===== src/rtl/pulse_transmitter_symbol_sequencer.sv =====
// pulse_transmitter_symbol_sequencer: steps a symbol buffer, loading and triggering a countdown timer per symbol
// Ports: clk/sys_rst_n clock and sync active-low reset; wr_en/wr_addr/wr_data symbol write ({level, dur_sel});
// dur0/dur1/psc0/psc1 timer values per dur_sel; symbol_count symbols per pass; loop_en, idle_level, start, stop;
// timer_done timer completion pulse; tim_trig/tim_duration/tim_prescaler timer load; pin_out level;
// busy, done, loop_pulse, symbol_idx status.
module pulse_transmitter_symbol_sequencer #(
    parameter int PRESCALER_WIDTH = 15,
    parameter int TIMER_WIDTH = 8,
    parameter int SYMBOL_DEPTH = 32,
    localparam int PW = $clog2(PRESCALER_WIDTH + 1),
    localparam int AW = $clog2(SYMBOL_DEPTH),
    localparam int CW = $clog2(SYMBOL_DEPTH + 1)
) (
    input  logic                   clk,
    input  logic                   sys_rst_n,
    input  logic                   wr_en,
    input  logic [AW-1:0]          wr_addr,
    input  logic [1:0]             wr_data,
    input  logic [TIMER_WIDTH-1:0] dur0,
    input  logic [TIMER_WIDTH-1:0] dur1,
    input  logic [PW-1:0]          psc0,
    input  logic [PW-1:0]          psc1,
    input  logic [CW-1:0]          symbol_count,
    input  logic                   loop_en,
    input  logic                   idle_level,
    input  logic                   start,
    input  logic                   stop,
    input  logic                   timer_done,
    output logic                   tim_trig,
    output logic [TIMER_WIDTH-1:0] tim_duration,
    output logic [PW-1:0]          tim_prescaler,
    output logic                   pin_out,
    output logic                   busy,
    output logic                   done,
    output logic                   loop_pulse,
    output logic [AW-1:0]          symbol_idx
);
    typedef enum logic [1:0] {IDLE, LOAD, TRIG, WAIT} state_t;
    state_t state_q, state_d;
    logic [1:0] sym_q [SYMBOL_DEPTH];
    logic [CW-1:0] count_q, count_d, count_clamp;
    logic [AW-1:0] idx_q, idx_d;
    logic [TIMER_WIDTH-1:0] dur_q, dur_d;
    logic [PW-1:0] psc_q, psc_d;
    logic pin_q, pin_d, trig_q, trig_d, busy_q, busy_d, done_q, done_d, loop_q, loop_d;
    logic [1:0] sym;
    logic last;
    assign count_clamp = (symbol_count > CW'(SYMBOL_DEPTH)) ? CW'(SYMBOL_DEPTH) : symbol_count;
    assign sym = sym_q[idx_q];
    assign last = CW'(idx_q) + CW'(1) >= count_q;
    always_ff @(posedge clk) begin
        if (!sys_rst_n) begin
            for (int i = 0; i < SYMBOL_DEPTH; i++) sym_q[i] <= '0;
        end else if (wr_en) begin
            sym_q[wr_addr] <= wr_data;
        end
    end
    always_ff @(posedge clk) begin
        if (!sys_rst_n) begin
            state_q <= IDLE;
            count_q <= '0;
            idx_q   <= '0;
            dur_q   <= '0;
            psc_q   <= '0;
            pin_q   <= 1'b0;
            trig_q  <= 1'b0;
            busy_q  <= 1'b0;
            done_q  <= 1'b0;
            loop_q  <= 1'b0;
        end else begin
            state_q <= state_d;
            count_q <= count_d;
            idx_q   <= idx_d;
            dur_q   <= dur_d;
            psc_q   <= psc_d;
            pin_q   <= pin_d;
            trig_q  <= trig_d;
            busy_q  <= busy_d;
            done_q  <= done_d;
            loop_q  <= loop_d;
        end
    end
    always_comb begin
        state_d = state_q;
        case (state_q)
            IDLE:    state_d = (start && !stop && count_clamp != '0) ? LOAD : IDLE;
            LOAD:    state_d = stop ? IDLE : TRIG;
            TRIG:    state_d = stop ? IDLE : WAIT;
            default: state_d = stop ? IDLE : !timer_done ? WAIT : (last && !loop_en) ? IDLE : LOAD;
        endcase
    end
    always_comb begin
        count_d = count_q;
        idx_d   = idx_q;
        dur_d   = dur_q;
        psc_d   = psc_q;
        pin_d   = pin_q;
        trig_d  = 1'b0;
        done_d  = 1'b0;
        loop_d  = 1'b0;
        busy_d  = state_d != IDLE;
        case (state_q)
            IDLE: begin
                pin_d = idle_level;
                if (state_d == LOAD) begin
                    idx_d   = '0;
                    count_d = count_clamp;
                end
            end
            LOAD: begin
                if (!stop) begin
                    pin_d  = sym[1];
                    dur_d  = sym[0] ? dur1 : dur0;
                    psc_d  = sym[0] ? psc1 : psc0;
                    trig_d = 1'b1;
                end
            end
            TRIG: ;
            default: begin
                // Loop wraps re-enter LOAD like any other symbol so the per-symbol overhead stays constant.
                if (!stop && timer_done) begin
                    idx_d  = (!last || !loop_en) ? (last ? idx_q : idx_q + AW'(1)) : '0;
                    loop_d = last && loop_en;
                    done_d = last && !loop_en;
                    pin_d  = (last && !loop_en) ? idle_level : pin_q;
                end
            end
        endcase
    end
    assign tim_trig      = trig_q;
    assign tim_duration  = dur_q;
    assign tim_prescaler = psc_q;
    assign pin_out       = pin_q;
    assign busy          = busy_q;
    assign done          = done_q;
    assign loop_pulse    = loop_q;
    assign symbol_idx    = idx_q;
endmodule


===== config.mk =====
export PLATFORM = sky130hd
export DESIGN_NAME = pulse_transmitter_symbol_sequencer
export DESIGN_NICKNAME = d
export VERILOG_FILES = /design/src/rtl/pulse_transmitter_symbol_sequencer.sv
export SDC_FILE = /design/constraint.sdc
export NUM_CORES = 1
export LEC_CHECK = 0
export CORE_ASPECT_RATIO = 0.75
export CORE_MARGIN = 2
export CORE_UTILIZATION = 25
export DETAILED_ROUTE_END_ITERATION = 8
export PLACE_DENSITY = 0.43
export SKIP_CTS_REPAIR_TIMING = 1
export SYNTH_ARGS = -nofsm -noshare
export SYNTH_HDL_FRONTEND = slang
export SYNTH_SLANG_ARGS = --single-unit

===== constraint.sdc =====
create_clock -name clk -period 7.1 [get_ports clk]
set_input_delay 1.42 -clock clk [delete_from_list [all_inputs] [get_ports clk]]
set_output_delay 1.42 -clock clk [all_outputs]
set_load 0.05 [all_outputs]

==> metrics.csv, run 1 <==
metric;value;unit
outcome;finished clean;
Post-synth EDFFs;64;
asr flop ratio synth;0;%
M3 GR Usage;3.07;%
Post-Layout Cell Count;780;
Crit Path Max Fanout;70;
Fin. Hold Viols;0;
worst path bufs/invs;2;
setup TNS;0;ns
fin nets;573;
crit end category;flip-flop;
CP max stage delay;0.96;ns
Die Y;127;microns
Post-Syn Nets;533;
share of layout cells above drive strength 1;7.09;%
first-pass GRT wire length;20200;microns
synthesized-area fraction occupied by and/or/nand/nor cells;20.1;%
sequential-to-total area share from yosys stat;51.6;%
Core ar.;20100;sq um
post-route ant nets;0;
gpl congestion;0.717;
DR WL/cell;16.2;microns
Worst EP arrival;3.56;ns
XOR/XNOR Fraction of Synth Area;0.517;%
Synth warnings;0;
synth top area cells;edfxtp_1 38%, dfxtp_1 14%, and3_1 8.0%;
Synth cell types;44;
CTS clock-pin slew for the worst setup and hold paths;0.07;ns
1st-iter DRT viols;262;
Worst path top cell family by delay;simple AND/OR/NAND/NOR gates;
Post-Route Utilization;30.9;%
Final setup viols;0;
worst-margin pin slew;1.25;ns
Syn Inst Count;477;
type of the worst min-delay path;flip-flop to flip-flop;
worst hold margin;0.461;ns
CP Launch Type;primary input;
Initial Utilization;25.3;%
most used cell, CP;nand2_1;
vias;3631;
Synth Area in Adders;2.71;%
post-synthesis mux area share;12.4;%
crit path cell chain;buf_2 > buf_4 > nand3_1 > nor2_1 > nand2_1 > nand2_1;
num ports;67;
Yosys top cell area share;37.8;%
Max VDD drop;0.0000892;V
largest family of logic cells by synthesized area;simple AND/OR/NAND/NOR gates;
top-count cell post-synth;nand2_1;
worst skew pair latency;0.35;ns
Residual DRC;0;
crit path time final;3.50;ns
ant diodes;0;
compound-cell area share of the yosys netlist;7.73;%
pwr/cell area;203;nW/um^2
Slew HR;16.3;%
Final Cell Area;6210;sq um
GR Util All Layers;12.4;%
routing usage on met2;18.6;%
GRT busiest layer;met2;
synthesized area;5080;sq um
worst path required time;7.16;ns
num rows;45;
Avg Synthesized Cell Area;10.7;sq um
clock buffer count from CTS;9;
Most used DFF post-synth;edfxtp_1;
number of global-route vias before repair;3550;
leak pwr;2.40;nW
initial antenna violation count;0;
Post-DP HPWL;8780;microns
placed insts;764;
number of vias per cell;4.66;
Max Cap Violations;0;
CTS H-tree lvls;3;
RSZ-0062 raised after global routing;no;
FF+latch count, synth;99;
Cell Area, Placed;5920;sq um
met1 Track Usage GR;17.3;%
total wire length;12600;microns
highest clock rate;286;MHz
Pre-Repair DR Iteration Count;5;
max-slew violations;0;
die area;21500;sq um
Synth area leader;edfxtp_1;
Fill cells;2033;
Port Buffers;66;
GR Overflow Total;0;
CTS tree;done;
Post-synth top cells;75 x nand2_1, 65 x and3_1, 64 x edfxtp_1;
CP Class;primary input to flip-flop;
pin count of the biggest net entering global routing;71;
area grow syn2layout;22.2;%
root buf cell;clkbuf_16;
Max clock buf depth;2;
Die W;169;microns
skew final;0.00623;ns
CP max-delay cell;nor2_1;
Clock Sinks;99;
final period utilization;49.3;%
[cells by family (layout without fill, tap and decap cells)]
| logic type | after synthesis | after routing |
|---|---|---|
| adder cells (fa/ha/maj) | 11 | 11 |
| buffers and inverters | 58 | 103 |
| XOR/XNOR | 3 | 3 |
| AO/OA/AOI/OAI | 66 | 66 |
| AND/OR/NAND/NOR | 198 | 198 |
| flip-flops | 99 | 99 |
| multiplexers | 42 | 42 |
[layout by cell type (no fill, tap or decap), drive strengths merged, types with 3 or more instances in the layout]
cell type / instances
o21ai: 24
nand2b: 4
o32ai: 3
and3: 65
a21oi: 19
nor3: 7
buf: 9
nand3b: 6
inv: 13
clkbuf: 14
and2: 3
dfxtp: 35
nand3: 7
edfxtp: 64
a21o: 7
clkdlybuf4s50: 65
nor2b: 3
a31oi: 6
nand2: 75
nor2: 15
mux4: 16
ha: 11
mux2i: 26
nor3b: 3
[state kept, by name (all words and copies together) (netlist names), named ones only]
name,cells
busy,1
count_q,6
done,1
loop_pulse,1
pin_out,1
state_q,2
sym_q,64
symbol_idx,5
tim_duration,8
tim_prescaler,4
tim_trig,1
[metal layers]
metal,vias to the layer above,routed length (microns)
met5,-,0
met4,0,95
met3,6,639
met2,78,5580
met1,1732,6300
li1,1815,-
[area by class of cell]
cell class | count | area, sq um | area share (%)
Tap cell | 258 | 323 | 5.20
Inverter | 13 | 48.8 | 0.786
Sequential cell | 99 | 2620 | 42.2
Multi-Input combinational cell | 320 | 2210 | 35.7
Clock inverter | 2 | 8.76 | 0.141
Timing Repair Buffer | 74 | 716 | 11.5
Clock buffer | 14 | 275 | 4.43
[stage by stage]
stage | setup WS, ns | power [mW]
3_3_place_gp | 3.37 | 0.796
3_5_place_dp | 3.25 | 0.799
2_1_floorplan | 4.11 | 0.738
5_1_grt | 3.32 | 1.31
6_report | 3.60 | 1.26
4_1_cts | 3.64 | 1.28
[report_power, final]
| group | switching (mW) | internal, mW | leakage (nW) |
|---|---|---|---|
| sequential | 0.0100 | 0.637 | 0.892 |
| clock | 0.206 | 0.267 | 0.139 |
| combinational | 0.0791 | 0.0582 | 1.37 |
| total | 0.295 | 0.963 | 2.40 |
[tightest hold or removal path, stage by stage (launching register included)]
cell     delay, ns
dfxtp_1       0.31
nand2_1       0.05
mux2i_1       0.05
[worst paths after layout]
| path | from | endpoint | slack, ns | cells past startpoint |
|---|---|---|---|---|
| worst max-delay path | sys_rst_n | sym_q[26][1]$_SDFFCE_PN0P_ | 3.60 | 6 |
| worst min-delay path | count_q[3]$_SDFFE_PN0P_ | count_q[3]$_SDFFE_PN0P_ | 0.46 | 2 |
| worst max register to register | symbol_idx[0]$_SDFFE_PN0P_ | count_q[1]$_SDFFE_PN0P_ | 4.19 | 11 |
| worst min register to register | count_q[3]$_SDFFE_PN0P_ | count_q[3]$_SDFFE_PN0P_ | 0.46 | 2 |
Power figures use the tool's default switching activity.
==> run 2: changes to the inputs <==
Clock period 7.1 ns to 3.6 ns, I/O delays scaled along.
==> metrics.csv, run 2 (synthesis results as in run 1) <==
metric;value;unit
DR WL/cell;16.5;microns
Port Buffers;66;
Residual DRC;0;
hold path depth;2;
RSZ-0062 raised after global routing;no;
number of flip-flops in the largest register;64;
min-delay src;count_q[1]$_SDFFE_PN0P_;
initial antenna violation count;0;
worst path required time;3.88;ns
Biggest register;sym_q;
root buf cell;clkbuf_16;
Worst EP arrival;3.37;ns
CTS tree;done;
pwr/cell area;406;nW/um^2
Max Cap Violations;0;
area grow syn2layout;23.7;%
die area;21500;sq um
CP Class;flip-flop to flip-flop;
number of global-route vias before repair;3649;
Pre-Repair DR Iteration Count;4;
leak pwr;2.45;nW
worst hold margin;0.466;ns
Fill cells;2001;
gpl congestion;0.777;
clock buffer count from CTS;9;
commonest non-fill, non-tap cell in the layout;nand2_1;
Clock Sinks;99;
num rows;45;
worst-margin pin slew;1.14;ns
Initial Utilization;25.3;%
Post-DP HPWL;8960;microns
met1 Track Usage GR;17.2;%
GR Util All Layers;12.6;%
Core ar.;20100;sq um
post-route ant nets;0;
number of vias per cell;4.73;
Max VDD drop;0.000190;V
cell count of the worst reg-to-reg path;10;
GRT busiest layer;met2;
Worst R2R Start;symbol_idx[0]$_SDFFE_PN0P_;
crit path time final;3.09;ns
outcome;finished clean;
Worst Hold Path EP;count_q[1]$_SDFFE_PN0P_;
Die W;169;microns
crit end category;flip-flop;
Max clock buf depth;2;
CTS clock-pin slew for the worst setup and hold paths;0.07;ns
worst skew pair latency;0.35;ns
Die Y;127;microns
skew final;0.00649;ns
Final setup viols;0;
ant diodes;0;
1st-iter DRT viols;217;
first-pass GRT wire length;20500;microns
type of the worst min-delay path;flip-flop to flip-flop;
num ports;67;
RR Endpoint;count_q[5]$_SDFFE_PN0P_;
post-route setup slack;0.507;ns
Slew HR;23.5;%
commonest cells after routing, fill and taps aside;75 x nand2_1, 65 x and3_1, 65 x clkdlybuf4s50_1, 64 x edfxtp_1, 35 x dfxtp_1;
CP Launch Type;flip-flop;
setup TNS;0;ns
routing usage on met2;19.5;%
Crit Path Max Fanout;11;
vias;3728;
fin nets;581;
pin count of the biggest net entering global routing;37;
final period utilization;85.9;%
share of layout cells above drive strength 1;9.06;%
M3 GR Usage;4.15;%
CTS H-tree lvls;3;
dpl ws;0.464;ns
max-slew violations;0;
Fin. Hold Viols;0;
highest clock rate;323;MHz
R2R setup slack;0.51;ns
GR Overflow Total;0;
total wire length;13000;microns
-- run 2: cell types whose count changed in the layout (fill, tap and decap cells not counted), sizes merged --
cell | before | now
bufinv | 0 | 1
clkbuf | 14 | 9
buf | 9 | 17
clkinvlp | 0 | 1
inv | 13 | 16
-- run 2: power by group --
group	switching, mW	leakage, nW	total, mW	internal, mW
registers	0.0182	0.892	1.27	1.26
clock network	0.458	0.146	1.00	0.546
logic	0.159	1.41	0.275	0.116
total	0.635	2.45	2.55	1.92
-- run 2: worst max path at each step --
stage                                           from                       to  slack [ns]  cells after the start
after floorplan           symbol_idx[0]$_SDFFE_PN0P_  count_q[0]$_SDFFE_PN0P_        0.68                     11
after global placement    symbol_idx[0]$_SDFFE_PN0P_                flip-flop        0.62                      9
after detailed placement             symbol_count[5]                flip-flop        0.46                      7
after CTS                 symbol_idx[0]$_SDFFE_PN0P_                flip-flop        0.51                      9
after global routing      symbol_idx[0]$_SDFFE_PN0P_  count_q[5]$_SDFFE_PN0P_        0.23                     10
final                     symbol_idx[0]$_SDFFE_PN0P_  count_q[5]$_SDFFE_PN0P_        0.51                     10
-- run 2: cell type report --
class / count / area, sq um / area share, %
Sequential cell: 99 / 2620 / 41.7
Multi-Input combinational cell: 320 / 2210 / 35.2
Clock buffer: 9 / 225 / 3.58
Clock inverter: 7 / 75.1 / 1.19
Tap cell: 258 / 323 / 5.14
Timing Repair Buffer: 82 / 776 / 12.3
Inverter: 13 / 48.8 / 0.776
-- run 2: per-stage QoR --
step | power, mW | cells | instance area (sq um) | util (%)
3_5_place_dp | 1.58 | 772 | 5980 | 29.8
5_1_grt | 2.65 | 788 | 6280 | 31.3
6_report | 2.55 | 788 | 6280 | 31.3
2_1_floorplan | 1.45 | 477 | 5080 | -
3_3_place_gp | 1.57 | 772 | 5980 | 29.8
4_1_cts | 2.59 | 788 | 6280 | 31.3
-- run 2: per-layer routing --
| layer | up-vias | share of wire (%) | wire, microns |
|---|---|---|---|
| met1 | 1806 | 49 | 6400 |
| met3 | 10 | 5.5 | 718 |
| met5 | - | 0 | 0 |
| li1 | 1830 | - | - |
| met2 | 82 | 44 | 5750 |
| met4 | 0 | 0.86 | 112 |
-- run 2: worst max-delay path, cell delays in order, from the launching register on --
cell,delay (ns)
dfxtp_1,0.45
ha_1,0.27
nand3_1,0.12
xnor2_1,0.20
ha_1,0.27
a21o_1,0.16
a21oi_1,0.14
o21ai_0,0.41
a21o_1,0.34
a21oi_2,0.42
mux2i_1,0.24
==> run 3: changes to the inputs <==
Settings changed: CTS_BUF_LIST set to sky130_fd_sc_hd__clkbuf_4.
==> metrics.csv, run 3 (synthesis results as in run 1) <==
metric;value;unit
CP max stage delay;0.48;ns
CTS tree;done;
clock buffer count from CTS;9;
crit path time final;3.13;ns
number of global-route vias before repair;3642;
outcome;finished clean;
GR Overflow Total;0;
P_int;1.59;mW
CTS clock-pin slew for the worst setup and hold paths;0.15;ns
Power Total;2.18;mW
Final setup viols;0;
Max VDD drop;0.000128;V
Sw Share;26.9;%
setup TNS;0;ns
pin count of the biggest net entering global routing;37;
dpl ws;0.464;ns
worst path required time;4.01;ns
commonest non-fill, non-tap cell in the layout;nand2_1;
CTS H-tree lvls;3;
Biggest register;sym_q;
max-slew violations;0;
Port Buffers;66;
Clock Sinks;99;
Fill cells;2027;
Max Cap Violations;0;
crit path cell chain;ha_1 > nand3_1 > xnor2_1 > ha_1 > a21o_1 > a21oi_1 > o21ai_0 > a21o_1 > a21oi_2 > mux2i_1;
num ports;67;
worst hold margin;0.475;ns
highest clock rate;320;MHz
CP Class;flip-flop to flip-flop;
R2R setup slack;0.47;ns
number of flip-flops in the largest register;64;
area grow syn2layout;20.6;%
fin nets;581;
Worst path top cell family by delay;compound AO/OA/AOI/OAI gates;
Residual DRC;0;
first-pass GRT wire length;20500;microns
Fin. Hold Viols;0;
Core ar.;20100;sq um
skew final;0.0198;ns
RR Endpoint;count_q[5]$_SDFFE_PN0P_;
pwr/cell area;355;nW/um^2
leak pwr;2.38;nW
CP Launch Type;flip-flop;
Max clock buf depth;2;
CP max-delay cell;dfxtp_1;
clock share of power;28.8;%
Crit Path Max Fanout;11;
RSZ-0062 raised after global routing;no;
Sw Pwr;0.587;mW
Pre-Repair DR Iteration Count;4;
total wire length;12900;microns
cell count of the worst reg-to-reg path;10;
1st-iter DRT viols;223;
worst skew pair latency;0.48;ns
Worst R2R Start;symbol_idx[0]$_SDFFE_PN0P_;
type of the worst min-delay path;flip-flop to flip-flop;
worst path bufs/invs;0;
combinational fraction of design power;12.6;%
Die Y;127;microns
share of layout cells above drive strength 1;9.06;%
Worst EP arrival;3.53;ns
hold path depth;2;
root buf cell;clkbuf_4;
Post-Route Utilization;30.5;%
die area;21500;sq um
Slew HR;22.5;%
sequential share of power;58.5;%
Initial Utilization;25.3;%
vias;3689;
Die W;169;microns
GR Util All Layers;12.6;%
DR WL/cell;16.4;microns
initial antenna violation count;1;
Worst Hold Path EP;count_q[4]$_SDFFE_PN0P_;
number of vias per cell;4.68;
gpl congestion;0.777;
num rows;45;
crit end category;flip-flop;
post-route setup slack;0.474;ns
Post-DP HPWL;8960;microns
min-delay src;count_q[4]$_SDFFE_PN0P_;
commonest cells after routing, fill and taps aside;75 x nand2_1, 65 x and3_1, 65 x clkdlybuf4s50_1, 64 x edfxtp_1, 35 x dfxtp_1;
final period utilization;86.8;%
worst-margin pin slew;1.15;ns
post-route ant nets;0;
[run 3: worst min-delay path, delay by kind of cell (launching register included)]
| family | cells | cell delay, ns |
|---|---|---|
| simple gates | 1 | 0.05 |
| flops | 1 | 0.34 |
| mux | 1 | 0.05 |
[run 3: final cells by class]
cell class,instances,area [sq um],share of cell area [%]
Inverter,13,48.8,0.796
Antenna cell,1,2.50,0.0408
Clock inverter,7,75.1,1.22
Multi-Input combinational cell,320,2210,36.1
Sequential cell,99,2620,42.8
Timing Repair Buffer,82,776,12.7
Clock buffer,9,67.6,1.10
Tap cell,258,323,5.27
[run 3: power groups by stage]
stage	Combinational, mW	Sequential (mW)	Clock, mW
after global routing	0.301	1.28	0.696
after detailed placement	0.277	1.30	0
after floorplan	0.136	1.32	0
after global placement	0.275	1.30	0
final	0.275	1.27	0.628
after CTS	0.278	1.28	0.660
[run 3: worst max path at each step]
stage                                         end  depth (start not counted)                  startpoint
after floorplan           count_q[0]$_SDFFE_PN0P_                         11  symbol_idx[0]$_SDFFE_PN0P_
after global placement                  flip-flop                          9  symbol_idx[0]$_SDFFE_PN0P_
after detailed placement                flip-flop                          7             symbol_count[5]
after CTS                 count_q[5]$_SDFFE_PN0P_                         10  symbol_idx[0]$_SDFFE_PN0P_
after global routing      count_q[5]$_SDFFE_PN0P_                         10  symbol_idx[0]$_SDFFE_PN0P_
final                     count_q[5]$_SDFFE_PN0P_                         10  symbol_idx[0]$_SDFFE_PN0P_
[run 3: metal layers]
layer	vias up	global-route usage, %	wire length (microns)
li1	1830	-	-
met1	1779	17.2	6420
met2	73	19.4	5610
met3	7	4.24	767
met4	0	3.04	131
met5	-	0	0
[run 3: stage by stage]
stage          instance area [sq um]  instances
6_report                        6130        789
5_1_grt                         6130        789
4_1_cts                         6130        788
3_5_place_dp                    5980        772
3_3_place_gp                    5980        772
2_1_floorplan                   5080        477
